==> config.mk <==
export PLATFORM = sky130hd
export DESIGN_NAME = branch_ctrl_flat
export DESIGN_NICKNAME = d
export VERILOG_FILES = /design/src/rtl/branch_ctrl_pkg.sv /design/src/rtl/branch_ctrl_if.sv /design/src/rtl/branch_ctrl_sat_counter.sv /design/src/rtl/branch_ctrl.sv /design/src/flat_wrapper.sv
export SDC_FILE = /design/constraint.sdc
export NUM_CORES = 1
export LEC_CHECK = 0
export BUFFER_PORTS_ARGS = -buffer_cell sky130_fd_sc_hd__buf_4
export CAP_MARGIN = 20
export CORE_UTILIZATION = 24
export DETAILED_ROUTE_END_ITERATION = 16
export PLACE_DENSITY = 0.51
export SLEW_MARGIN = 20
export SYNTH_ARGS = -nofsm -noshare
export SYNTH_HDL_FRONTEND = slang
export SYNTH_SLANG_ARGS = --single-unit
==> constraint.sdc <==
create_clock -name i_clk -period 4.3 [get_ports i_clk]
set_clock_uncertainty 0.2 [all_clocks]
set_input_delay 0 -clock i_clk [delete_from_list [all_inputs] [get_ports i_clk]]
set_output_delay 0 -clock i_clk [all_outputs]
set_load 0.01 [all_outputs]
==> src/rtl/branch_ctrl_pkg.sv <==
// Shared definitions for the branch resolution controller.
//   br_type_e : EX-stage branch comparison encoding (6/7 reserved)
//   state_e   : controller FSM states
//   FLUSH_MAX : largest supported redirect/flush hold length
package branch_ctrl_pkg;

  localparam int FLUSH_MAX = 15;

  typedef enum logic [2:0] {
    BR_EQ  = 3'd0,
    BR_NE  = 3'd1,
    BR_LT  = 3'd2,
    BR_GE  = 3'd3,
    BR_LTU = 3'd4,
    BR_GEU = 3'd5
  } br_type_e;

  typedef enum logic [1:0] {
    IDLE  = 2'd0,
    WAIT  = 2'd1,
    FLUSH = 2'd2
  } state_e;

  // The comparator must run unsigned only for the two *U compares.
  function automatic logic is_unsigned(input logic [2:0] br_type);
    return (br_type == BR_LTU) || (br_type == BR_GEU);
  endfunction

endpackage

==> src/rtl/branch_ctrl_if.sv <==
// EX-stage branch handshake between the pipeline (master) and branch_ctrl (slave).
//   i_br_valid/i_jump/i_br_type/i_opnd_ready/i_pc_sel/i_target : EX branch info
//   o_br_uns      : unsigned select back to the comparator
//   o_stall       : front-end hold
//   o_redirect/o_redirect_pc/o_flush_if_id/o_flush_id_ex : taken-branch recovery
interface branch_ctrl_if;
  logic        i_br_valid;
  logic        i_jump;
  logic [2:0]  i_br_type;
  logic        i_opnd_ready;
  logic        i_pc_sel;
  logic [31:0] i_target;
  logic        o_br_uns;
  logic        o_stall;
  logic        o_redirect;
  logic [31:0] o_redirect_pc;
  logic        o_flush_if_id;
  logic        o_flush_id_ex;

  modport slave (
    input  i_br_valid, i_jump, i_br_type, i_opnd_ready, i_pc_sel, i_target,
    output o_br_uns, o_stall, o_redirect, o_redirect_pc, o_flush_if_id, o_flush_id_ex
  );

  modport master (
    output i_br_valid, i_jump, i_br_type, i_opnd_ready, i_pc_sel, i_target,
    input  o_br_uns, o_stall, o_redirect, o_redirect_pc, o_flush_if_id, o_flush_id_ex
  );
endinterface

==> src/rtl/branch_ctrl_sat_counter.sv <==
// Saturating up-counter for branch statistics.
//   i_clk, i_rst_n : clock, async active-low reset
//   i_inc          : count one event
//   i_clr          : synchronous clear, wins over i_inc
//   o_cnt          : current count, sticks at all-ones
module sat_counter #(
  parameter int W = 16
) (
  input  logic         i_clk,
  input  logic         i_rst_n,
  input  logic         i_inc,
  input  logic         i_clr,
  output logic [W-1:0] o_cnt
);

  logic [W-1:0] r_cnt;

  always_ff @(posedge i_clk or negedge i_rst_n) begin
    if (!i_rst_n) begin
      r_cnt <= '0;
    end else if (i_clr) begin
      r_cnt <= '0;
    end else if (i_inc && (r_cnt != {W{1'b1}})) begin
      r_cnt <= r_cnt + 1'b1;
    end
  end

  assign o_cnt = r_cnt;

endmodule

==> src/rtl/branch_ctrl.sv <==
// Branch resolution controller beside the EX-stage comparator.
// Stalls while operands are not forwardable, turns a taken resolution into a
// registered redirect + flush held for FLUSH_CYCLES cycles, and counts branches.
//   i_clk, i_rst_n : clock, async active-low reset
//   br             : EX branch handshake (slave side)
//   i_cnt_clr      : synchronous clear of statistics
//   o_br_total     : resolved branches/jumps (saturating)
//   o_br_taken     : taken branches/jumps (saturating)
//
// state | meaning
// IDLE  | no branch pending in EX
// WAIT  | branch in EX stalled on operand forwarding
// FLUSH | redirect/flush asserted, EX contents are wrong-path
module branch_ctrl
  import branch_ctrl_pkg::*;
#(
  parameter int FLUSH_CYCLES = 1,
  parameter int CNT_W        = 16
) (
  input  logic             i_clk,
  input  logic             i_rst_n,
  branch_ctrl_if.slave     br,
  input  logic             i_cnt_clr,
  output logic [CNT_W-1:0] o_br_total,
  output logic [CNT_W-1:0] o_br_taken
);

  localparam int TW = $clog2(FLUSH_MAX + 1);

  state_e        r_state;
  logic [TW-1:0] r_timer;
  logic          r_redirect;
  logic [31:0]   r_redirect_pc;

  logic w_active;
  logic w_resolve;
  logic w_taken;

  // A valid branch in FLUSH is wrong-path and must not stall or resolve.
  assign w_active  = (r_state != FLUSH) && br.i_br_valid;
  assign w_resolve = w_active && br.i_opnd_ready;
  // Reserved types (6/7) only redirect when they are jumps.
  assign w_taken   = br.i_jump || (br.i_pc_sel && (br.i_br_type <= 3'd5));

  assign br.o_br_uns      = is_unsigned(br.i_br_type);
  assign br.o_stall       = w_active && !br.i_opnd_ready;
  assign br.o_redirect    = r_redirect;
  assign br.o_flush_if_id = r_redirect;
  assign br.o_flush_id_ex = r_redirect;
  assign br.o_redirect_pc = r_redirect_pc;

  always_ff @(posedge i_clk or negedge i_rst_n) begin
    if (!i_rst_n) begin
      r_state       <= IDLE;
      r_timer       <= '0;
      r_redirect    <= 1'b0;
      r_redirect_pc <= '0;
    end else begin
      case (r_state)
        IDLE, WAIT: begin
          if (w_resolve && w_taken) begin
            r_state       <= FLUSH;
            r_timer       <= TW'(FLUSH_CYCLES - 1);
            r_redirect    <= 1'b1;
            r_redirect_pc <= br.i_target;
          end else if (w_active && !w_resolve) begin
            r_state <= WAIT;
          end else begin
            r_state <= IDLE;
          end
        end
        FLUSH: begin
          if (r_timer == '0) begin
            r_state    <= IDLE;
            r_redirect <= 1'b0;
          end else begin
            r_timer <= r_timer - 1'b1;
          end
        end
        default: begin
          r_state    <= IDLE;
          r_redirect <= 1'b0;
        end
      endcase
    end
  end

  sat_counter #(.W(CNT_W)) u_cnt_total (
    .i_clk   (i_clk),
    .i_rst_n (i_rst_n),
    .i_inc   (w_resolve),
    .i_clr   (i_cnt_clr),
    .o_cnt   (o_br_total)
  );

  sat_counter #(.W(CNT_W)) u_cnt_taken (
    .i_clk   (i_clk),
    .i_rst_n (i_rst_n),
    .i_inc   (w_resolve && w_taken),
    .i_clr   (i_cnt_clr),
    .o_cnt   (o_br_taken)
  );

endmodule

==> src/flat_wrapper.sv <==
// flat-port wrapper written by rule: the top's interface ports become plain ports
module branch_ctrl_flat import branch_ctrl_pkg::*;
#(
  parameter int FLUSH_CYCLES = 1,
  parameter int CNT_W        = 16
)
  (i_clk, i_rst_n, i_cnt_clr, o_br_total, o_br_taken, br_i_br_valid, br_i_jump, br_i_br_type, br_i_opnd_ready, br_i_pc_sel, br_i_target, br_o_br_uns, br_o_stall, br_o_redirect, br_o_redirect_pc, br_o_flush_if_id, br_o_flush_id_ex);
  branch_ctrl_if br_i ();
  input  logic i_clk;
  input  logic i_rst_n;
  input  logic i_cnt_clr;
  output logic [CNT_W-1:0] o_br_total;
  output logic [CNT_W-1:0] o_br_taken;
  input wire logic [$bits(br_i.i_br_valid)-1:0] br_i_br_valid;
  input wire logic [$bits(br_i.i_jump)-1:0] br_i_jump;
  input wire logic [$bits(br_i.i_br_type)-1:0] br_i_br_type;
  input wire logic [$bits(br_i.i_opnd_ready)-1:0] br_i_opnd_ready;
  input wire logic [$bits(br_i.i_pc_sel)-1:0] br_i_pc_sel;
  input wire logic [$bits(br_i.i_target)-1:0] br_i_target;
  output wire logic [$bits(br_i.o_br_uns)-1:0] br_o_br_uns;
  output wire logic [$bits(br_i.o_stall)-1:0] br_o_stall;
  output wire logic [$bits(br_i.o_redirect)-1:0] br_o_redirect;
  output wire logic [$bits(br_i.o_redirect_pc)-1:0] br_o_redirect_pc;
  output wire logic [$bits(br_i.o_flush_if_id)-1:0] br_o_flush_if_id;
  output wire logic [$bits(br_i.o_flush_id_ex)-1:0] br_o_flush_id_ex;
  assign br_i.i_br_valid = br_i_br_valid;
  assign br_i.i_jump = br_i_jump;
  assign br_i.i_br_type = br_i_br_type;
  assign br_i.i_opnd_ready = br_i_opnd_ready;
  assign br_i.i_pc_sel = br_i_pc_sel;
  assign br_i.i_target = br_i_target;
  assign br_o_br_uns = br_i.o_br_uns;
  assign br_o_stall = br_i.o_stall;
  assign br_o_redirect = br_i.o_redirect;
  assign br_o_redirect_pc = br_i.o_redirect_pc;
  assign br_o_flush_if_id = br_i.o_flush_if_id;
  assign br_o_flush_id_ex = br_i.o_flush_id_ex;
  branch_ctrl #(.FLUSH_CYCLES(FLUSH_CYCLES), .CNT_W(CNT_W)) u_core (.i_clk(i_clk), .i_rst_n(i_rst_n), .br(br_i), .i_cnt_clr(i_cnt_clr), .o_br_total(o_br_total), .o_br_taken(o_br_taken));
endmodule
---- Word-level counts from Yosys, hierarchy flattened ----
Cells that the tools add are included.
storage, ports and cells
  flip-flop bits (word level) ............. 71
  output and inout bits ................... 69
operators by class
  add/sub/neg operators ................... 3
  $lt $le $gt $ge ......................... 1
  equal/unequal tests ..................... 10
  muxes and demuxes ....................... 14
  reduce and logical (&&, ||, !) cells .... 21
operators by type and width
  operator                 number
  $mux W16                 4
  $add A16 B1 Y16 const B  2
  $ne A16 B16 Y1 const B   2
  $logic_and A1 B1 Y1      8
  $mux W4                  2
  $pmux W4 S2              1
  $eq A3 B3 Y1 const B     2
  $ne A2 B2 Y1 const B     3
  $reduce_bool A2 Y1       3
  $logic_not A4 Y1         1
  $mux W2                  2
  $pmux W2 S2              1
  $reduce_and A2 Y1        2
  $sub A4 B1 Y4 const B    1
  $le A3 B3 Y1 const B     1
  $mux W1                  3
  $reduce_and A3 Y1        1
  $eq A2 B1 Y1 const B     1
  $eq A2 B2 Y1 const B     1
  $logic_not A1 Y1         2
  $logic_not A2 Y1         1
  $logic_or A1 B1 Y1       2
  $ne A2 B1 Y1 const B     1
  $pmux W1 S2              1
  $reduce_or A2 Y1         1

---- Logic depth before layout (Yosys ltp) ----
  depth after elaboration ................. 8
  depth in mapped cells ................... 7
  depth with buffers taken out ............ 6

---- Modules after synthesis ----
Synthesis repeated with hierarchy kept, for this count alone.
second synthesis, totals
  cells, all modules ...................... 307
  area total of the unflattened synthesis .. 3,475.8 µm²
by module, submodules not included
  module       times used  cells an instance  area an instance (µm²)  sequential area each (µm²)
  sat_counter  2           98                 942.2                   400.4
  branch_ctrl  1           111                1,591.5                 975.9

---- Worst setup path after synthesis ----
Ideal clock, no wire load.
  kind .................................... flip-flop to flip-flop
  from .................................... reg u_core.u_cnt_taken.r_cnt[0], in the netlist u_core.u_cnt_taken.o_cnt[0]
  to ...................................... reg u_core.u_cnt_taken.r_cnt[15], in the netlist u_core.u_cnt_taken.o_cnt[15]
  setup time .............................. 0.125 ns
  arrival ................................. 1.852 ns
  setup slack ............................. 2.123 ns
  cell stages (with the launch flop) ...... 7
  buffers on the path ..................... 0
  clock period less this slack ............ 2.177 ns
  cells stage by stage .................... dfrtp_1 ha_1 nand4_1 nor4b_4 nor3_2 and2b_1 mux2_4
between the ends
  longest elaborated chain between the ends .. 3
ends and longest elaborated chain
  what                                               RTL line                                                      RTL
  start, declared                                    branch_ctrl_sat_counter.sv:16                                 logic [W-1:0] r_cnt;
  start signal, assigned                             branch_ctrl_sat_counter.sv:24                                 r_cnt <= r_cnt + 1'b1;
  $add A16 B1 Y16 or $ne A16 B16 Y1 (tied branches)  branch_ctrl_sat_counter.sv:24, branch_ctrl_sat_counter.sv:23
  $mux W16 or $logic_and A1 B1 Y1 (tied branches)    branch_ctrl_sat_counter.sv:23                                 end else if (i_inc && (r_cnt != {W{1'b1}})) begin
  $mux W16 or $reduce_bool A2 Y1 (tied branches)     -
Parallel ways exist; a longest one is shown, timed or not. The select of a mux whose other input is x is not followed.
A chain may end at the register's enable or synchronous reset.

---- Worst setup path in the final report ----
  from .................................... reg u_core.r_state[1]
  to ...................................... reg u_core.r_redirect_pc[18], in the netlist u_core.br.o_redirect_pc[18]
between the ends
  longest elaborated chain between the ends .. 5
ends and longest elaborated chain
  what                                  RTL line           RTL
  start, declared                       branch_ctrl.sv:30  state_e r_state;
  start signal, assigned                branch_ctrl.sv:54  r_state <= IDLE;
  start signal, assigned                branch_ctrl.sv:62  r_state <= FLUSH;
  start signal, assigned                branch_ctrl.sv:67  r_state <= WAIT;
  $ne A2 B2 Y1                          branch_ctrl.sv:40  assign w_active = (r_state != FLUSH) && br.i_br_valid;
  $logic_and A1 B1 Y1                   branch_ctrl.sv:40
  $logic_and A1 B1 Y1                   branch_ctrl.sv:41  assign w_resolve = w_active && br.i_opnd_ready;
  $logic_and A1 B1 Y1                   branch_ctrl.sv:61  if (w_resolve && w_taken) begin
  $reduce_and A2 Y1 (no source line) *  -
  end signal, assigned                  branch_ctrl.sv:65  r_redirect_pc <= br.i_target;
  end, declared                         branch_ctrl.sv:33  logic [31:0] r_redirect_pc;
Mark *: on every way between the ends. The rest lies on a longest branch, timed or not.

==> results.yml <==
yosys:
  synthFlopType: "dfrtp_1"
  avgSynthCellArea_um2: 11.6
  syn_area_um2: 3260
  ys_seq_area_frac: 0.544
  synthCells: 281
  synth_edf_count: 0
  synth_nets: 327
  synth_cell_types: 46
  async_reset_ff_frac: 1.00
  synth-seq-cells: 71
  yosys_warnings: 0
cells_and_area:
  drive_gt1_frac: 0.374
  nFillCells: 1346
  final_cell_mix: "buf_4, dfrtp_1, dlygate4sd3_1"
  synthToLayoutAreaGrowth_pct: 49.2
  final_nets: 473
  antenna_cells: 0
  final_common_cell: "buf_4"
grt:
  antenna_found_initial: 0
  grt_max_degree: 72
  grt_util_met3: 0.0526
  grtUsageMet2: 0.196
  grt_remaining_overflow: 0
  grt_pass1_wl_um: 13500
  track_usage: 0.123
  use_met1: 0.150
  grt_busiest_layer: "met2"
  grt_pass1_vias: 2749
sta:
  fin_crit_ns: 2.91
  maxSlewViolCount: 0
  relSlewSlack: 0.344
  fin_crit_sh: 0.677
  fmax_mhz: 343
  worst_slack_ns: 1.39
  setup_viol: 0
  fin_tns_setup_ns: 0
  tightest_slew_ns: 0.982
  rsz0062_at_grt: "no"
  hold_viol: 0
power:
  powerDensity_nw_per_um2: 367
  p_leak_nw: 2.20
  ir_worst_vdd_v: 0.000310
job:
  maxCapViolCount: 0
drt:
  drcViolationCount: 0
  antenna_violating_nets_post_route: 0
  first_iter_violations: 107
  vias_per_cell: 4.44
  wl_per_cell_um: 13.2
  first_pass_iters: 6
  vias: 2689
  drt-total-wl_um: 8000
worst_setup_path:
  cp.required_ns: 4.31
  path_buf_inv: 0
  worst-setup-path-type: "reg2reg"
  crit_chain: "nand2b_1 > o2111ai_2 > nor2_4 > mux2_2"
  r2r_slack_ns: 1.39
  r2r-end: "u_core.br.o_redirect_pc[18]"
  cp-end-kind: "register"
  cp_slowest_cell: "nor2_4"
  crit_family: "simple AND/OR/NAND/NOR gates"
  timing.rr.start: "u_core.r_state[1]"
  arrival_ns: 2.93
  critPathMaxFanout: 35
  cp-start-kind: "register"
  slowest_delay_ns: 0.92
  rr_worst_depth: 4
placement:
  place_congestion: 0.736
  port_buffers: 109
  dpl.hpwl_um: 5130
  dp_slack_ns: 1.35
cts:
  cts_buffer_depth: 2
  cts_buffers: 9
  ctsResizeCount: 0
  cts_sinks: 71
  insertion_delay_ns: 0.33
  h-tree-depth: 3
  cts_root_buf: "clkbuf_16"
  cts_tree: "yes"
  clkTransAtPathRegs_ns: 0.05
min_path:
  min_path_type: "in2out"
  holdCritStartpoint: "br_i_br_type[1]"
  worstHoldEndpoint: "br_o_br_uns"
  hold-path-cell-count: 3
floorplan:
  coreArea_um2: 13200
  placementRows: 42
  ioPinCount: 111
  die_y_um: 119
  die_w_um: 119
  dieArea_um2: 14100
  initial_core_util: 0.246
run_status:
  status: "complete, no violations"
-- worst max path at each step --
stage,from,endpoint,slack [ns],cells past startpoint
finish,u_core.r_state[1],u_core.br.o_redirect_pc[18],1.39,4
global route,u_core.r_state[1],u_core.br.o_redirect_pc[9],1.12,4
global placement,u_core.r_state[1],u_core.br.o_redirect_pc[12],1.40,4
detailed placement,u_core.r_state[1],u_core.br.o_redirect_pc[21],1.35,4
CTS,u_core.r_state[1],u_core.br.o_redirect_pc[10],1.34,4
floorplan,u_core.u_cnt_taken.o_cnt[0],u_core.u_cnt_taken.o_cnt[15],2.12,6
-- Yosys cell counts (4+ instances only) --
cell type | instances | area share
xor2_1 | 5 | 0.013
mux2_2 | 31 | 0.11
nor2b_1 | 5 | 0.0096
nor4b_1 | 4 | 0.011
nand4_1 | 7 | 0.013
nor2_1 | 35 | 0.040
nand2_1 | 14 | 0.016
and3_1 | 5 | 0.0096
o21ai_0 | 5 | 0.0077
buf_2 | 5 | 0.0077
mux2i_1 | 5 | 0.015
clkbuf_1 | 4 | 0.0046
nand3_1 | 13 | 0.020
a21oi_1 | 5 | 0.0077
nor3_1 | 7 | 0.011
dfrtp_1 | 71 | 0.54
inv_1 | 4 | 0.0046
xnor2_1 | 18 | 0.048
ha_1 | 4 | 0.015
-- cells by family (layout without fill, tap and decap cells) --
logic type / count (synthesis) / in the layout / synth area share
muxes: 39 / 39 / 0.134
xor gates and xnor gates: 23 / 23 / 0.0617
adders and majority gates: 4 / 4 / 0.0153
buffers and inverters: 15 / 164 / 0.0215
DFF: 71 / 71 / 0.544
AOI/OAI and AO/OA: 19 / 19 / 0.0387
and+or+nand+nor: 110 / 110 / 0.184
-- through the flow --
| step | area (µm²) | total power, mW | cells | hold slack [ns] | util |
|---|---|---|---|---|---|
| 4_1_cts | 4870 | 1.82 | 606 | 0.0529 | 0.368 |
| 3_5_place_dp | 4250 | 1.12 | 555 | 0.0199 | 0.321 |
| 5_1_grt | 4870 | 1.89 | 606 | 0.0699 | 0.368 |
| 6_report | 4870 | 1.79 | 606 | 0.0555 | 0.368 |
| 2_1_floorplan | 3260 | 0.934 | 281 | -0.496 | - |
| 3_3_place_gp | 4250 | 1.12 | 555 | 0.00468 | 0.321 |
-- cell type report --
| cell class | count | area, µm² | share of cell area |
|---|---|---|---|
| clock buffers | 12 | 236 | 0.0486 |
| clock inverters | 2 | 10.0 | 0.00206 |
| inverters | 4 | 15.0 | 0.00308 |
| multi-input cells | 195 | 1420 | 0.292 |
| flip-flops and latches | 71 | 1780 | 0.365 |
| well taps | 176 | 220 | 0.0452 |
| repair buffers | 146 | 1190 | 0.244 |
-- per-layer routing --
metal	vias up	wire length, µm
li1	1281	-
met1	1322	3550
met2	79	3840
met3	7	532
met4	0	85
met5	-	0
-- worst reg2reg max path, cell delays in order, from the launching register on --
cell       delay [ns]
dfrtp_1          0.43
nand2b_1         0.29
o2111ai_2        0.49
nor2_4           0.93
mux2_2           0.45
-- flip-flops by register name (all words and copies together), names as in the netlist --
signal,cells
u_core.br.o_redirect_pc,32
u_core.u_cnt_taken.o_cnt,16
u_core.u_cnt_total.o_cnt,16
u_core.r_timer,4
u_core.r_state,2
u_core.br.o_flush_id_ex,1
-- timing repair --
action	in CTS	in global routing
hold buffers	37	0
hold endpoints to repair	133	0
buffers inserted	0	0
-- where the power goes --
group / internal, mW / total [mW] / switching (mW)
Combinational: 0.205 / 0.342 / 0.137
Clock: 0.382 / 0.649 / 0.267
Sequential: 0.747 / 0.794 / 0.0472
Note: power is estimated with default switching activity, not from simulation.
